[config.mk]
export PLATFORM = sky130hd
export DESIGN_NAME = i2c_apb_fifo_regs_flat
export DESIGN_NICKNAME = d
export VERILOG_FILES = /design/src/rtl/i2c_apb_pkg.sv /design/src/rtl/i2c_apb_fifo_regs_if.sv /design/src/rtl/i2c_sync_fifo.sv /design/src/rtl/i2c_apb_fifo_regs.sv /design/src/flat_wrapper.sv
export SDC_FILE = /design/constraint.sdc
export NUM_CORES = 1
export LEC_CHECK = 0
export ABC_AREA = 0
export BUFFER_PORTS_ARGS = -buffer_cell sky130_fd_sc_hd__buf_2
export CAP_MARGIN = 20
export CORE_UTILIZATION = 43
export DETAILED_ROUTE_END_ITERATION = 10
export PLACE_DENSITY = 0.71
export SETUP_SLACK_MARGIN = 0.3
export SLEW_MARGIN = 20
export SYNTH_ARGS = -nofsm -noshare
export SYNTH_HDL_FRONTEND = slang
export SYNTH_SLANG_ARGS = --single-unit
[constraint.sdc]
create_clock -name pclk -period 2.6 [get_ports pclk]
set_input_delay 0.13 -clock pclk [delete_from_list [all_inputs] [get_ports pclk]]
set_output_delay 0.13 -clock pclk [all_outputs]
set_load 0.01 [all_outputs]
[src/rtl/i2c_apb_pkg.sv]
// Shared constants for the I2C APB register file: register offsets,
// interrupt bit positions and the slave-error build option.
// Optional feature macro: I2C_APB_SLVERR_EN (PSLVERR signalling).
package i2c_apb_pkg;

  localparam logic [7:0] OFF_CON    = 8'h00;
  localparam logic [7:0] OFF_SE     = 8'h04;
  localparam logic [7:0] OFF_OWN    = 8'h08;
  localparam logic [7:0] OFF_COM    = 8'h0C;
  localparam logic [7:0] OFF_DATA   = 8'h10;
  localparam logic [7:0] OFF_IE     = 8'h14;
  localparam logic [7:0] OFF_ISR    = 8'h18;
  localparam logic [7:0] OFF_CLKDIV = 8'h1C;
  localparam logic [7:0] OFF_TADD   = 8'h20;
  localparam logic [7:0] OFF_FSTAT  = 8'h24;
  localparam logic [7:0] OFF_THR    = 8'h28;

  localparam int ISR_RX_OV   = 0;
  localparam int ISR_NACK    = 1;
  localparam int ISR_DONE    = 2;
  localparam int ISR_TX_LOW  = 3;
  localparam int ISR_RX_HIGH = 4;
  localparam int ISR_TX_OV   = 5;

  // Bits of ISR that are held until cleared by software.
  localparam logic [5:0] ISR_STICKY = 6'b100111;

`ifdef I2C_APB_SLVERR_EN
  localparam bit SLVERR_EN = 1'b1;
`else
  localparam bit SLVERR_EN = 1'b0;
`endif

endpackage

[src/rtl/i2c_apb_fifo_regs_if.sv]
// APB slave bus bundle for the I2C register file.
interface i2c_apb_fifo_regs_if;
  import i2c_apb_pkg::*;

  logic        psel;
  logic        penable;
  logic        pwrite;
  logic [7:0]  paddr;
  logic [31:0] pwdata;
  logic [31:0] prdata;
  logic        pready;
  logic        pslverr;

  modport master (output psel, penable, pwrite, paddr, pwdata,
                  input  prdata, pready, pslverr);
  modport slave  (input  psel, penable, pwrite, paddr, pwdata,
                  output prdata, pready, pslverr);
endinterface

[src/rtl/i2c_sync_fifo.sv]
// Synchronous FIFO with an extra pointer bit to tell full from empty.
// A push into a full FIFO is accepted only when a pop happens in the
// same cycle; flush empties the FIFO and wins over a same-cycle push.
module i2c_sync_fifo #(
  parameter int WIDTH = 8,
  parameter int DEPTH = 8,
  localparam int AW   = $clog2(DEPTH)
) (
  input  logic             clk,
  input  logic             rst,
  input  logic             push,
  input  logic             pop,
  input  logic             flush,
  input  logic [WIDTH-1:0] wdata,
  output logic [WIDTH-1:0] rdata,
  output logic             full,
  output logic             empty,
  output logic [AW:0]      count
);

  logic [WIDTH-1:0] mem_r [DEPTH];
  logic [AW:0]      wptr_r;
  logic [AW:0]      rptr_r;
  logic             do_pop_s;
  logic             do_push_s;

  assign empty     = (wptr_r == rptr_r);
  assign full      = (wptr_r[AW] != rptr_r[AW]) && (wptr_r[AW-1:0] == rptr_r[AW-1:0]);
  assign count     = wptr_r - rptr_r;
  assign do_pop_s  = pop & ~empty;
  assign do_push_s = push & (~full | do_pop_s);
  assign rdata     = mem_r[rptr_r[AW-1:0]];

  // Pointer update; reset and flush both return to the empty state.
  always_ff @(posedge clk) begin
    if (rst || flush) begin
      wptr_r <= '0;
      rptr_r <= '0;
    end else begin
      if (do_push_s) wptr_r <= wptr_r + (AW+1)'(1);
      if (do_pop_s)  rptr_r <= rptr_r + (AW+1)'(1);
    end
  end

  // Storage write; a flushed push never lands.
  always_ff @(posedge clk) begin
    if (do_push_s && !flush && !rst) mem_r[wptr_r[AW-1:0]] <= wdata;
  end

endmodule

[src/rtl/i2c_apb_fifo_regs.sv]
// APB register file for the I2C controller with TX/RX FIFOs, sticky W1C
// interrupt status, threshold interrupts and 10-bit target addressing.
// Optional feature macro: I2C_APB_SLVERR_EN (PSLVERR on bad accesses).
module i2c_apb_fifo_regs
  import i2c_apb_pkg::*;
#(
  parameter logic [7:0] BASE_ADDR  = 8'h1C,
  parameter int         FIFO_DEPTH = 8,
  parameter int         CLKDIV_W   = 16
) (
  input  logic                pclk,
  input  logic                prst,
  i2c_apb_fifo_regs_if.slave  apb,
  output logic [7:0]          tx_data,
  output logic                tx_valid,
  input  logic                tx_pop,
  input  logic [7:0]          rx_data,
  input  logic                rx_push,
  input  logic                i_tx_busy,
  input  logic                i_rx_busy,
  input  logic                i_mrs,
  input  logic                i_nack,
  input  logic                i_done,
  output logic                cfg_ctx,
  output logic                cfg_crx,
  output logic                cfg_ms,
  output logic                cfg_en,
  output logic                cfg_rw,
  output logic                cfg_sp,
  output logic                cfg_rs,
  output logic [6:0]          cfg_own_add,
  output logic [9:0]          cfg_tadd,
  output logic                cfg_tadd10,
  output logic [CLKDIV_W-1:0] cfg_clkdiv,
  output logic                irq
);

  localparam int AW = $clog2(FIFO_DEPTH);

  logic [2:0]          con_r;
  logic                en_r;
  logic [6:0]          own_r;
  logic [2:0]          com_r;
  logic [5:0]          ie_r;
  logic [5:0]          sticky_r;
  logic [CLKDIV_W-1:0] clkdiv_r;
  logic [9:0]          tadd_r;
  logic                tadd10_r;
  logic [7:0]          txthr_r;
  logic [7:0]          rxthr_r;
  logic                irq_r;

  logic [7:0]  off_s;
  logic        acc_s, wr_s, rd_s, dec_s;
  logic        dat_wr_s, dat_rd_s;
  logic        tx_push_s, rx_pop_s, tx_flush_s, rx_flush_s;
  logic        tx_full_s, tx_empty_s, rx_full_s, rx_empty_s;
  logic [AW:0] tx_count_s, rx_count_s;
  logic [7:0]  rx_head_s;
  logic [5:0]  isr_set_s, isr_clr_s, isr_v_s;
  logic [31:0] rd_mux_s;

  // A reset during an access turns it into a no-op undecoded transfer.
  assign off_s      = apb.paddr - BASE_ADDR;
  assign acc_s      = apb.psel & apb.penable & ~prst;
  assign wr_s       = acc_s & apb.pwrite;
  assign rd_s       = acc_s & ~apb.pwrite;
  assign dat_wr_s   = wr_s & (off_s == OFF_DATA);
  assign dat_rd_s   = rd_s & (off_s == OFF_DATA);
  assign tx_push_s  = dat_wr_s & ~tx_full_s;
  assign rx_pop_s   = dat_rd_s;
  assign tx_flush_s = wr_s & (off_s == OFF_CON) & apb.pwdata[3];
  assign rx_flush_s = wr_s & (off_s == OFF_CON) & apb.pwdata[4];

  i2c_sync_fifo #(.WIDTH(8), .DEPTH(FIFO_DEPTH)) u_tx_fifo (
    .clk(pclk), .rst(prst), .push(tx_push_s), .pop(tx_pop), .flush(tx_flush_s),
    .wdata(apb.pwdata[7:0]), .rdata(tx_data), .full(tx_full_s),
    .empty(tx_empty_s), .count(tx_count_s)
  );

  i2c_sync_fifo #(.WIDTH(8), .DEPTH(FIFO_DEPTH)) u_rx_fifo (
    .clk(pclk), .rst(prst), .push(rx_push), .pop(rx_pop_s), .flush(rx_flush_s),
    .wdata(rx_data), .rdata(rx_head_s), .full(rx_full_s),
    .empty(rx_empty_s), .count(rx_count_s)
  );

  // Interrupt status: sticky event bits plus live threshold levels.
  always_comb begin
    isr_set_s              = 6'h00;
    isr_set_s[ISR_RX_OV]   = rx_push & rx_full_s & ~rx_pop_s & ~rx_flush_s;
    isr_set_s[ISR_NACK]    = i_nack;
    isr_set_s[ISR_DONE]    = i_done;
    isr_set_s[ISR_TX_OV]   = dat_wr_s & tx_full_s;
    isr_clr_s              = (wr_s && off_s == OFF_ISR) ? (apb.pwdata[5:0] & ISR_STICKY) : 6'h00;
    isr_v_s                = sticky_r;
    isr_v_s[ISR_TX_LOW]    = (8'(tx_count_s) <= txthr_r);
    isr_v_s[ISR_RX_HIGH]   = (8'(rx_count_s) >= rxthr_r);
  end

  // Read-data mux and address decode for the current APB address.
  always_comb begin
    rd_mux_s = 32'h0;
    dec_s    = 1'b1;
    case (off_s)
      OFF_CON:    rd_mux_s = {29'd0, con_r};
      OFF_SE:     rd_mux_s = {28'd0, ~tx_full_s, ~rx_empty_s, i_tx_busy | i_rx_busy, en_r};
      OFF_OWN:    rd_mux_s = {25'd0, own_r};
      OFF_COM:    rd_mux_s = {29'd0, com_r};
      OFF_DATA:   rd_mux_s = rx_empty_s ? 32'h0 : {24'd0, rx_head_s};
      OFF_IE:     rd_mux_s = {26'd0, ie_r};
      OFF_ISR:    rd_mux_s = {26'd0, isr_v_s};
      OFF_CLKDIV: rd_mux_s = 32'(clkdiv_r);
      OFF_TADD:   rd_mux_s = {16'd0, tadd10_r, 5'd0, tadd_r};
      OFF_FSTAT:  rd_mux_s = {16'd0, 8'(rx_count_s), 8'(tx_count_s)};
      OFF_THR:    rd_mux_s = {16'd0, rxthr_r, txthr_r};
      default:    dec_s    = 1'b0;
    endcase
  end

  assign apb.prdata = (apb.psel && !prst) ? rd_mux_s : 32'h0;
  assign apb.pready = apb.psel;

`ifdef I2C_APB_SLVERR_EN
  assign apb.pslverr = acc_s & (~dec_s | (dat_wr_s & tx_full_s) | (dat_rd_s & rx_empty_s) |
                                (wr_s & (off_s == OFF_FSTAT)));
`else
  assign apb.pslverr = 1'b0;
`endif

  // Configuration register writes; a repeated start always drops COM.rs.
  always_ff @(posedge pclk) begin
    if (prst) begin
      con_r    <= 3'd0;
      en_r     <= 1'b0;
      own_r    <= 7'd0;
      com_r    <= 3'd0;
      ie_r     <= 6'd0;
      clkdiv_r <= '0;
      tadd_r   <= 10'd0;
      tadd10_r <= 1'b0;
      txthr_r  <= 8'd0;
      rxthr_r  <= 8'd0;
    end else begin
      if (wr_s) begin
        case (off_s)
          OFF_CON:    con_r    <= apb.pwdata[2:0];
          OFF_SE:     en_r     <= apb.pwdata[0];
          OFF_OWN:    own_r    <= apb.pwdata[6:0];
          OFF_COM:    com_r    <= apb.pwdata[2:0];
          OFF_IE:     ie_r     <= apb.pwdata[5:0];
          OFF_CLKDIV: clkdiv_r <= apb.pwdata[CLKDIV_W-1:0];
          OFF_TADD:   begin
                        tadd_r   <= apb.pwdata[9:0];
                        tadd10_r <= apb.pwdata[15];
                      end
          OFF_THR:    begin
                        txthr_r <= apb.pwdata[7:0];
                        rxthr_r <= apb.pwdata[15:8];
                      end
          default:    ;
        endcase
      end
      if (i_mrs) com_r[2] <= 1'b0;
    end
  end

  // Sticky status bits: a same-cycle event beats the W1C clear.
  always_ff @(posedge pclk) begin
    if (prst) sticky_r <= 6'h00;
    else      sticky_r <= (isr_set_s | (sticky_r & ~isr_clr_s)) & ISR_STICKY;
  end

  // Registered interrupt request.
  always_ff @(posedge pclk) begin
    if (prst) irq_r <= 1'b0;
    else      irq_r <= |(isr_v_s & ie_r);
  end

  assign irq         = irq_r;
  assign tx_valid    = ~tx_empty_s;
  assign cfg_ctx     = con_r[0];
  assign cfg_crx     = con_r[1];
  assign cfg_ms      = con_r[2];
  assign cfg_en      = en_r;
  assign cfg_rw      = com_r[0];
  assign cfg_sp      = com_r[1];
  assign cfg_rs      = com_r[2];
  assign cfg_own_add = own_r;
  assign cfg_tadd    = tadd_r;
  assign cfg_tadd10  = tadd10_r;
  assign cfg_clkdiv  = clkdiv_r;

endmodule
[src/flat_wrapper.sv]
// flat-port wrapper written by rule: the top's interface ports become plain ports
module i2c_apb_fifo_regs_flat import i2c_apb_pkg::*;
#(
  parameter logic [7:0] BASE_ADDR  = 8'h1C,
  parameter int         FIFO_DEPTH = 8,
  parameter int         CLKDIV_W   = 16
)
  (pclk, prst, tx_data, tx_valid, tx_pop, rx_data, rx_push, i_tx_busy, i_rx_busy, i_mrs, i_nack, i_done, cfg_ctx, cfg_crx, cfg_ms, cfg_en, cfg_rw, cfg_sp, cfg_rs, cfg_own_add, cfg_tadd, cfg_tadd10, cfg_clkdiv, irq, apb_psel, apb_penable, apb_pwrite, apb_paddr, apb_pwdata, apb_prdata, apb_pready, apb_pslverr);
  i2c_apb_fifo_regs_if apb_i ();
  input  logic pclk;
  input  logic prst;
  output logic [7:0] tx_data;
  output logic tx_valid;
  input  logic tx_pop;
  input  logic [7:0] rx_data;
  input  logic rx_push;
  input  logic i_tx_busy;
  input  logic i_rx_busy;
  input  logic i_mrs;
  input  logic i_nack;
  input  logic i_done;
  output logic cfg_ctx;
  output logic cfg_crx;
  output logic cfg_ms;
  output logic cfg_en;
  output logic cfg_rw;
  output logic cfg_sp;
  output logic cfg_rs;
  output logic [6:0] cfg_own_add;
  output logic [9:0] cfg_tadd;
  output logic cfg_tadd10;
  output logic [CLKDIV_W-1:0] cfg_clkdiv;
  output logic irq;
  input wire logic [$bits(apb_i.psel)-1:0] apb_psel;
  input wire logic [$bits(apb_i.penable)-1:0] apb_penable;
  input wire logic [$bits(apb_i.pwrite)-1:0] apb_pwrite;
  input wire logic [$bits(apb_i.paddr)-1:0] apb_paddr;
  input wire logic [$bits(apb_i.pwdata)-1:0] apb_pwdata;
  output wire logic [$bits(apb_i.prdata)-1:0] apb_prdata;
  output wire logic [$bits(apb_i.pready)-1:0] apb_pready;
  output wire logic [$bits(apb_i.pslverr)-1:0] apb_pslverr;
  assign apb_i.psel = apb_psel;
  assign apb_i.penable = apb_penable;
  assign apb_i.pwrite = apb_pwrite;
  assign apb_i.paddr = apb_paddr;
  assign apb_i.pwdata = apb_pwdata;
  assign apb_prdata = apb_i.prdata;
  assign apb_pready = apb_i.pready;
  assign apb_pslverr = apb_i.pslverr;
  i2c_apb_fifo_regs #(.BASE_ADDR(BASE_ADDR), .FIFO_DEPTH(FIFO_DEPTH), .CLKDIV_W(CLKDIV_W)) u_core (.pclk(pclk), .prst(prst), .apb(apb_i), .tx_data(tx_data), .tx_valid(tx_valid), .tx_pop(tx_pop), .rx_data(rx_data), .rx_push(rx_push), .i_tx_busy(i_tx_busy), .i_rx_busy(i_rx_busy), .i_mrs(i_mrs), .i_nack(i_nack), .i_done(i_done), .cfg_ctx(cfg_ctx), .cfg_crx(cfg_crx), .cfg_ms(cfg_ms), .cfg_en(cfg_en), .cfg_rw(cfg_rw), .cfg_sp(cfg_sp), .cfg_rs(cfg_rs), .cfg_own_add(cfg_own_add), .cfg_tadd(cfg_tadd), .cfg_tadd10(cfg_tadd10), .cfg_clkdiv(cfg_clkdiv), .irq(irq));
endmodule
# Yosys cells after proc, flatten, opt, wreduce, memory -nomap -nowiden
# Memories as Yosys holds them, arrays and structs flattened. A register that Yosys moved wholly into a read port is not among the register bits.
# Index checks and enable logic that the tools add are counted.
# totals
register_bits	86
ramBits	128
mem_count	2
rom_bits	0
latch_bits	0
elab_cells	114
output_inout_bits	85
in_bits	60
# classes
n_div	0
bitwise_logic	33
mux	12
n_eq_ne	16
multipliers	0
order_cmp	2
n_addsub	7
n_reduce_logical	24
shifts	0
# memory_table
memory	words	width	read_ports	rd_clocked_by_memory_dff	wr	line	text
u_core.u_rx_fifo.mem_r	8	8	1	1	1	i2c_sync_fifo.sv:21	logic [WIDTH-1:0] mem_r [DEPTH];
u_core.u_tx_fifo.mem_r	8	8	1	1	1	i2c_sync_fifo.sv:21	
# ops
cell	count
$pmux 32 s11	1
$eq 8x5->1 const B	4
$mux 32	1
$eq 8x6->1 const B	3
$and 1x1->1	18
$add 4x1->4 const B	4
$eq 8x4->1 const B	2
$reduce_and 2->1	8
$and 6x6->6	2
$mux 3	4
$eq 4x4->1	2
$eq 8x3->1 const B	1
$ge 4x8->1	1
$le 4x8->1	1
$logic_and 1x1->1	8
$logic_not 8->1	1
$mux 8	1
$not 1->1	8
$sub 4x4->4	2
$sub 8x5->8 const B	1
$eq 3x3->1	2
$mux 6	1
$not 6->6	1
$or 6x6->6	1
7 further kinds	16

# Longest topological paths before layout
# Gate-level depths: netlist (run 1).
# depth
depth_word	11
depth_mapped	12

# Hierarchy
# A second synthesis (run 1) with hierarchy kept.
# hier_totals
cells_unflattened	816
area_unflattened_um2	9974.6
# by_module_without_submodules
mod	instances	seq_area_each_um2	area_per_inst_um2	cells_each
i2c_sync_fifo	2	2142.1	3039.2	171
i2c_apb_fifo_regs	1	1361.3	3896.2	474

# Worst setup path before layout (run 1)
# Ideal clock, no wire load.
# synth_path
path_type	register to output
startpoint	register u_core.u_tx_fifo.wptr_r[0]
endpoint	output apb_prdata[3]
setup_slack_ns	0.023
path_stages_with_launch	13
arrival_ns	2.447
path_buffers	1
cell_sequence	dfxtp_1 -> clkbuf_1 -> inv_1 -> ha_1 -> inv_1 -> fa_1 -> ha_1 -> nor2b_1 -> o21a_1 -> o21a_1 -> nor3_1 -> o21bai_1 -> a21oi_1
# synth_via
elab_chain_cells	5
elab_cells_between_ends	7
cone_classes	add/sub (1); order compare (1); eq/ne (1); mux (2); bitwise (1); reduce/logical (1)
# synth_rtl
element	line	text
from (decl)	i2c_sync_fifo.sv:22	logic [AW:0] wptr_r;
from (signal assigned)	i2c_sync_fifo.sv:40	if (do_push_s) wptr_r <= wptr_r + (AW+1)'(1);
parallel branches: the longest is 3 deep, another holds $le 4x8->1	--	
$pmux 32 s11 (*)	i2c_apb_fifo_regs.sv:104	case (off_s)
$mux 32 (*)	i2c_apb_fifo_regs.sv:120	assign apb.prdata = (apb.psel && !prst) ? rd_mux_s : 32'h0;
to (decl)	flat_wrapper.sv:39	output wire logic [$bits(apb_i.prdata)-1:0] apb_prdata;
# Every way passes the cells marked *.

# Worst setup path in the final report (run 1)
# Ends and elaborated chain as after synthesis.

==> flow_summary.toml, run 1 <==
[run_status]
status = "finished, violations left"
violations = "DRC, setup timing"

[clock_network]
clk_latency_ns = 0.51
clockBufferDepth = 3
clkSlewWorstSetupHoldPaths_ns = 0.06
root_buffer = "clkbuf_16"
cts_buffers = 24
cts_sinks = 218
cts_tree = "done"
htree_levels = 1

[finish]
post-route-util = 0.555
final_cell_area_um2 = 12200
nFillCells = 1764
num-nets-final = 1074
synthToLayoutAreaGrowth_pct = 25.9
final_cell_mix = "nand2_1, edfxtp_1, buf_2, dfxtp_1, a21oi_1"
drive_gt1_frac = 0.321

[timing]
max_slew_margin = 0.513
fmax_ghz = 0.344
finalMaxSlewViolations = 0
finalSetupViolCount = 3
setup_tns_ns = -0.607
fin_worst_skew_ns = 0.00908
finalCritPeriodShare = 1.12
tightest_slew_ns = 0.730
hold_violations = 0
setup_ws_ns = -0.304
rsz0062_at_grt = "yes"
fin_crit_ns = 2.90

[power]
power_uw = 7230
leakage_uw = 0.00444
power_per_cell_area_nw_per_um2 = 593
peakVddDrop_v = 0.000598

[logic_synthesis]
yosys.area.top_type_share = 0.397
yosysWarnings = 0
synth_seq_area_share = 0.583
synth-seq-cells = 218
avgSynthCellArea_um2 = 11.9
synth_ff_type = "edfxtp_1"
netlist_area_um2 = 9690
ys_types = 69
yosys-top-cells-area = "edfxtp_1, dfxtp_1, mux4_2"
syn_inst = 813
synth_edf_count = 128
ys_async_sr_fraction = 0
yosysTopAreaCell = "edfxtp_1"

[grt]
grt_max_degree = 69
overflow = 0
grt_pass1_wl_um = 38400
grt_pass1_vias = 6873
antenna_found_initial = 4
grtUsageTotal = 0.213

[critical_path]
reg2reg_to = "u_core.irq"
timing.rr.start = "u_core.u_rx_fifo.wptr_r[0]"
cp.arrival_ns = 2.77
reg2reg_slack_ns = 0.32
crit_type = "reg2out"
worstPathRequired_ns = 2.47
path_max_fanout = 2
worst_setup_path_end_kind = "output port"
crit_path_start_kind = "register"
rr_worst_depth = 11

[min_path]
worstHoldStart = "apb_pwdata[3]"
worstHoldEndpoint = "u_core.cfg_clkdiv[3]"
hp-class = "in2reg"
hold_depth = 3

[flow_run]
maxCapViolCount = 0

[floorplan]
die_w_um = 152
initial_core_util = 0.441
die-area_um2 = 23100
core_um2 = 22000
num_rows = 54
io_pins = 145
fp.dieH_um = 152

[detailed_routing]
route.detailed.drc = 32
ant_nets = 0
vias = 7062
viasPerCell = 5.45
drt_iter0_markers = 469
dr.pass1.iters = 8
drt-total-wl_um = 24800
post_drt_wl_per_cell_um = 19.1

[placement]
gp_congestion = 0.844
numPortBuffers = 111
placed_area_um2 = 10700
place_hpwl_um = 16900
pre_cts_ws_ns = 0.0422
-- logic make-up after synthesis --
logic type | share of synthesized area
multiplexers | 0.110
flip-flops | 0.583
adder cells (fa/ha/maj) | 0.0274
other | 0.000387
buffers and inverters | 0.0431
AND/OR/NAND/NOR | 0.128
XOR/XNOR | 0.0163
AO/OA/AOI/OAI | 0.0926
-- final cells by class --
| type | instances | area (µm²) | area share |
|---|---|---|---|
| Timing Repair Buffer | 204 | 1380 | 0.113 |
| Antenna cell | 4 | 10.0 | 0.000821 |
| Tap cell | 280 | 350 | 0.0287 |
| Multi-Input combinational cell | 529 | 3970 | 0.326 |
| Clock buffer | 33 | 656 | 0.0538 |
| Sequential cell | 218 | 5660 | 0.464 |
| Inverter | 17 | 68.8 | 0.00564 |
| Clock inverter | 11 | 93.8 | 0.00769 |
-- routing by layer --
metal  track usage  vias to the layer above  routed length (µm)
li1              -                     3315                   -
met2         0.371                      253               12500
met4        0.0865                        2                 958
met3        0.0431                       63                1810
met1         0.257                     3429                9510
met5             0                        -                  13
-- sequential cells by signal (all words and copies together) (netlist names), named ones only --
name and flops:
u_core.cfg_clkdiv 16, u_core.cfg_en 1, u_core.cfg_own_add 7, u_core.cfg_tadd 10, u_core.cfg_tadd10 1, u_core.com_r 3, u_core.con_r 3, u_core.ie_r 6
u_core.irq 1, u_core.rxthr_r 8, u_core.sticky_r 4, u_core.txthr_r 8, u_core.u_rx_fifo.mem_r 64, u_core.u_rx_fifo.rptr_r 4, u_core.u_rx_fifo.wptr_r 4, u_core.u_tx_fifo.mem_r 64
u_core.u_tx_fifo.rptr_r 4, u_core.u_tx_fifo.wptr_r 4
-- critical path, cell delays in order (launching register included) --
cell and delay (ns):
dfxtp_2 0.33, inv_4 0.06, ha_4 0.13, inv_2 0.03, fa_2 0.55, ha_4 0.20, nor2b_1 0.12, o21a_1 0.16
o21a_1 0.18, nor3_2 0.10, o21bai_1 0.10, a21oi_2 0.13, buf_4 0.15
-- worst max-delay path by stage --
stage | to | start | slack [ns] | cells past startpoint
global route | apb_prdata[3] | u_core.u_tx_fifo.wptr_r[0] | -0.41 | 12
finish | apb_prdata[3] | u_core.u_tx_fifo.wptr_r[0] | -0.30 | 12
CTS | apb_prdata[3] | u_core.u_tx_fifo.wptr_r[0] | -0.34 | 12
floorplan | apb_prdata[3] | u_core.u_tx_fifo.wptr_r[0] | 0.20 | 12
global placement | u_core.irq | u_core.u_rx_fifo.wptr_r[0] | 0.13 | 10
detailed placement | u_core.irq | u_core.u_rx_fifo.wptr_r[0] | 0.04 | 10
-- repair_timing --
item,CTS,global route
cloned,1,0
setup endpoints to repair,66,22
resized for setup,44,27
hold buffers,23,0
pin swaps,16,18
setup buffers,9,10
hold endpoints to repair,112,0
-- synthesized netlist by cell type, types with 2 or more instances --
library cell  instances
and2_1                5
a21o_1                2
nand2_1             128
nand3_1              19
nor2b_1               7
a311oi_1              2
mux4_2               32
a31oi_1               3
nor3_2                2
fa_1                  2
o311ai_0              2
xnor2_1               8
inv_1                17
buf_4                22
nor4_1                2
buf_1                 3
edfxtp_1            128
mux2i_1              23
xor2_1               10
o21a_1                3
o21ai_0               9
nand4_1               2
a221oi_1              5
ha_1                 18
a22oi_1              19
a41oi_1               2
nand2b_1              7
nor3_1               10
or3_1                 5
nor2_1               64
a21oi_1              71
and3_1                3
dfxtp_1              90
clkbuf_1             23
a22o_1                5
mux2_2               10
buf_2                16
a222oi_1              3
-- per-stage QoR --
step | cells | hold slack, ns
after detailed placement | 1205 | 0.303
after global placement | 1205 | 0.296
after global routing | 1293 | 0.0221
final | 1296 | 0.0126
after CTS | 1282 | 0.00753
after floorplan | 829 | 0.207
-- report_power, final --
| part | internal (µW) | total, µW | switching (µW) |
|---|---|---|---|
| Combinational | 131 | 332 | 201 |
| Clock | 1870 | 3220 | 1340 |
| Sequential | 3670 | 3680 | 11.2 |
Power figures use the tool's default switching activity.
==> run 2: changes to the inputs <==
--- a/config.mk
+++ b/config.mk
@@ -12,6 +12,7 @@
 export DETAILED_ROUTE_END_ITERATION = 10
 export PLACE_DENSITY = 0.71
 export SETUP_SLACK_MARGIN = 0.3
+export SKIP_LAST_GASP = 1
 export SLEW_MARGIN = 20
 export SYNTH_ARGS = -nofsm -noshare
 export SYNTH_HDL_FRONTEND = slang
==> flow_summary.toml, run 2 (synthesis results as in run 1) <==
[run_status]
status = "finished, violations left"
violations = "DRC, setup timing"

[grt]
grtUsageTotal = 0.214
antenna_found_initial = 4
grt_pass1_wl_um = 38600
grt_max_degree = 69
grt_pass1_vias = 6873
overflow = 0

[finish]
num-nets-final = 1077
synthToLayoutAreaGrowth_pct = 26.3
drive_gt1_frac = 0.328
final_cell_mix = "nand2_1, edfxtp_1, buf_2, dfxtp_1"
post-route-util = 0.557

[clock_network]
htree_levels = 1
cts_tree = "done"
cts_buffers = 24
clkSlewWorstSetupHoldPaths_ns = 0.06
root_buffer = "clkbuf_16"
cts_sinks = 218
clk_latency_ns = 0.52
clockBufferDepth = 3

[timing]
tightest_slew_ns = 0.730
fin_crit_ns = 2.90
setup_ws_ns = -0.304
finalCritPeriodShare = 1.12
finalSetupViolCount = 3
hold_violations = 0
rsz0062_at_grt = "yes"
fmax_ghz = 0.344
fin_worst_skew_ns = 0.0107
finalMaxSlewViolations = 0
holdWs_ns = 0.00931
max_slew_margin = 0.513

[flow_run]
maxCapViolCount = 0

[min_path]
hold_depth = 3
hp-class = "in2reg"

[floorplan]
initial_core_util = 0.441
die_w_um = 152
core_um2 = 22000
io_pins = 145
num_rows = 54
fp.dieH_um = 152
die-area_um2 = 23100

[power]
power.share.switching = 0.215
internal_power_uw = 5670
leakage_uw = 0.00446
peakVddDrop_v = 0.000598
pwr-share-clk = 0.445
combPwrFrac = 0.046
power.switching_uw = 1560
power_per_cell_area_nw_per_um2 = 591
sequentialPowerShare = 0.509

[detailed_routing]
drt-total-wl_um = 24900
route.detailed.drc = 32
ant_nets = 0
drt_iter0_markers = 486
vias = 7122
viasPerCell = 5.48
post_drt_wl_per_cell_um = 19.2
dr.pass1.iters = 8

[critical_path]
path_max_fanout = 2
rr_worst_depth = 11
critPathMaxStageDelay_ns = 0.55
cp.depth = 12
crit_chain = "inv_4, ha_4, inv_2, fa_2, ha_4, nor2b_1, o21a_1, o21a_1, nor3_2, o21bai_1, a21oi_2, buf_4"
cp.arrival_ns = 2.77
slowest_stage = "fa_2"
path_buf_inv = 3
crit_type = "reg2out"
worst_setup_path_end_kind = "output port"
reg2reg_slack_ns = 0.29
worstPathRequired_ns = 2.47
crit_path_start_kind = "register"
crit_family = "adder cells"

[placement]
gp_congestion = 0.844
place_hpwl_um = 16900
numPortBuffers = 111
==> run 2: per-layer routing <==
metal	vias to the layer above	track usage	share of wire
met3	71	0.0442	0.070
met1	3470	0.260	0.39
met5	-	0	0.00052
li1	3325	-	-
met4	2	0.0850	0.039
met2	254	0.371	0.50
==> run 2: final cells by class <==
class	count	area, µm²
Multi-Input combinational cell	529	3980
Clock buffer	33	656
Antenna cell	4	10.0
Clock inverter	11	93.8
Sequential cell	218	5670
Inverter	17	73.8
Timing Repair Buffer	207	1410
Tap cell	280	350
Fill cell	1761	9720
==> run 2: power by group through the flow <==
| stage | combinational [µW] | sequential, µW | clock [µW] |
|---|---|---|---|
| 2_1_floorplan | 153 | 3750 | 0 |
| 3_3_place_gp | 252 | 3750 | 0 |
| 3_5_place_dp | 259 | 3750 | 0 |
| 4_1_cts | 311 | 3680 | 3260 |
| 5_1_grt | 361 | 3680 | 3410 |
| 6_report | 336 | 3680 | 3220 |
==> run 2: final timing paths <==
check                             startpoint                   end
hold / removal                 apb_pwdata[3]  u_core.cfg_clkdiv[3]
hold reg to reg            u_core.txthr_r[1]     u_core.txthr_r[1]
setup reg to reg  u_core.u_rx_fifo.wptr_r[0]            u_core.irq
setup / recovery  u_core.u_tx_fifo.wptr_r[0]         apb_prdata[3]
==> run 2: repair_timing <==
action | 4_1_cts | 5_1_grt
gates resized for setup | 40 | 38
setup buffers | 9 | 13
endpoints found under the hold margin | 112 | 0
endpoints found under the setup margin | 66 | 22
cloned | 1 | 0
hold buffers | 23 | 0
pin swaps | 16 | 22
==> run 2: through the flow <==
| step | instance area (µm²) | instances | setup WS [ns] | TNS, ns | power (µW) |
|---|---|---|---|---|---|
| after global routing | 12200 | 1296 | -0.414 | -0.904 | 7450 |
| after global placement | 10700 | 1205 | 0.133 | 0 | 4000 |
| final | 12200 | 1299 | -0.304 | -0.595 | 7230 |
| after floorplan | 9790 | 829 | 0.196 | 0 | 3910 |
| after CTS | 12000 | 1282 | -0.337 | -0.535 | 7250 |
| after detailed placement | 10700 | 1205 | 0.0422 | 0 | 4010 |
==> run 2: worst reg2reg max path, delay by kind of cell (launching register included) <==
| kind | cells | cell delay [ns] |
|---|---|---|
| adders and majority gates | 3 | 0.89 |
| AOI/OAI and AO/OA | 3 | 0.45 |
| buffers and inverters | 4 | 0.40 |
| DFF | 1 | 0.34 |
| and+or+nand+nor | 1 | 0.06 |
==> run 3: changes to the inputs <==
--- a/config.mk
+++ b/config.mk
@@ -17,3 +17,4 @@
 export SYNTH_ARGS = -nofsm -noshare
 export SYNTH_HDL_FRONTEND = slang
 export SYNTH_SLANG_ARGS = --single-unit
+export TNS_END_PERCENT = 50
==> flow_summary.toml, run 3 (synthesis results as in run 1) <==
[run_status]
status = "finished, violations left"
violations = "DRC, setup timing"

[floorplan]
initial_core_util = 0.441
die_w_um = 152
io_pins = 145
num_rows = 54
die-area_um2 = 23100
fp.dieH_um = 152
core_um2 = 22000

[timing]
fin_crit_ns = 3.05
holdWs_ns = 0.00216
rsz0062_at_grt = "yes"
finalCritPeriodShare = 1.17
finalMaxSlewViolations = 0
tightest_slew_ns = 0.746
hold_violations = 0
max_slew_margin = 0.502
fmax_ghz = 0.328
finalSetupViolCount = 3
fin_worst_skew_ns = 0.00909
setup_ws_ns = -0.451

[grt]
grt_max_degree = 42
grtUsageTotal = 0.221
overflow = 0
grt_pass1_vias = 7103
grt_pass1_wl_um = 39400
antenna_found_initial = 3

[flow_run]
maxCapViolCount = 0

[placement]
place_hpwl_um = 17600
pre_cts_ws_ns = 0.0761
numPortBuffers = 111
gp_congestion = 0.889

[detailed_routing]
ant_nets = 0
drt-total-wl_um = 25900
drt_iter0_markers = 590
post_drt_wl_per_cell_um = 19.9
viasPerCell = 5.50
dr.pass1.iters = 10
route.detailed.drc = 16
vias = 7134

[critical_path]
critPathMaxStageDelay_ns = 0.48
worst_setup_path_end_kind = "output port"
crit_chain = "inv_2, ha_4, inv_2, fa_1, ha_1, nor2b_1, o21a_1, o21a_1, nor3_2, o21bai_1, a21oi_2, buf_2"
path_buf_inv = 3
crit_family = "adder cells"
crit_path_start_kind = "register"
path_max_fanout = 2
slowest_stage = "fa_1"
crit_type = "reg2out"
worstPathRequired_ns = 2.47
cp.arrival_ns = 2.92

[min_path]
hp-class = "in2reg"

[finish]
nFillCells = 1806
synthToLayoutAreaGrowth_pct = 25.7
final_cell_mix = "nand2_1, edfxtp_1, buf_2, dfxtp_1, buf_4"
num-nets-final = 1078
drive_gt1_frac = 0.322

[power]
leakage_uw = 0.00445
peakVddDrop_v = 0.000672
power_per_cell_area_nw_per_um2 = 595

[clock_network]
cts_buffers = 23
cts_tree = "done"
clkSlewWorstSetupHoldPaths_ns = 0.06
root_buffer = "clkbuf_16"
cts_sinks = 218
clockBufferDepth = 3
clk_latency_ns = 0.52
htree_levels = 1
## run 3: what timing repair did
action | CTS | global route
setup endpoints to repair | 75 | 86
setup buffers | 16 | 11
hold endpoints to repair | 104 | 0
gates resized for setup | 45 | 19
hold buffers | 23 | 0
pin swaps | 16 | 24
## run 3: tightest hold or removal path: cells and delay by family
| kind | cells | cell delay, ns |
|---|---|---|
| AO/OA/AOI/OAI | 1 | 0.05 |
| buffers and inverters | 1 | 0.20 |
| AND/OR/NAND/NOR | 1 | 0.09 |
## run 3: power by group
part           total [µW]  internal [µW]  switching (µW)
Clock                3210           1840            1370
Combinational         356            142             214
Sequential           3680           3670            9.14
## run 3: worst paths after layout
check	from	end	slack, ns	cells past startpoint
hold / removal	apb_pwdata[3]	u_core.txthr_r[3]	0.002	3
setup / recovery	u_core.u_tx_fifo.wptr_r[0]	apb_prdata[3]	-0.45	12
setup reg to reg	u_core.u_rx_fifo.wptr_r[0]	u_core.irq	0.14	12
hold reg to reg	u_core.txthr_r[1]	u_core.txthr_r[1]	0.46	2
## run 3: area by class of cell
cell class	count	area [µm²]	share of cell area
Multi-Input combinational cell	529	3960	0.325
Clock inverter	15	145	0.0119
Tap cell	280	350	0.0288
Antenna cell	2	5.00	0.000411
Inverter	17	66.3	0.00545
Clock buffer	27	591	0.0485
Timing Repair Buffer	209	1390	0.114
Sequential cell	218	5660	0.465
## run 3: metrics by stage
step,power (µW),cell area (µm²),utilization,cells,TNS (ns)
3_3_place_gp,4010,10700,0.487,1203,0
3_5_place_dp,4010,10700,0.487,1203,0
2_1_floorplan,3900,9760,-,829,0
5_1_grt,7430,12200,0.555,1297,-1.10
6_report,7240,12200,0.555,1297,-0.768
4_1_cts,7250,12000,0.546,1284,-0.661
## run 3: per-layer routing
layer,track usage,vias to the layer above,share of wire
met2,0.382,297,0.50
met1,0.278,3470,0.40
met4,0.0855,2,0.030
met5,0,-,0.00050
li1,-,3306,-
met3,0.0365,59,0.073
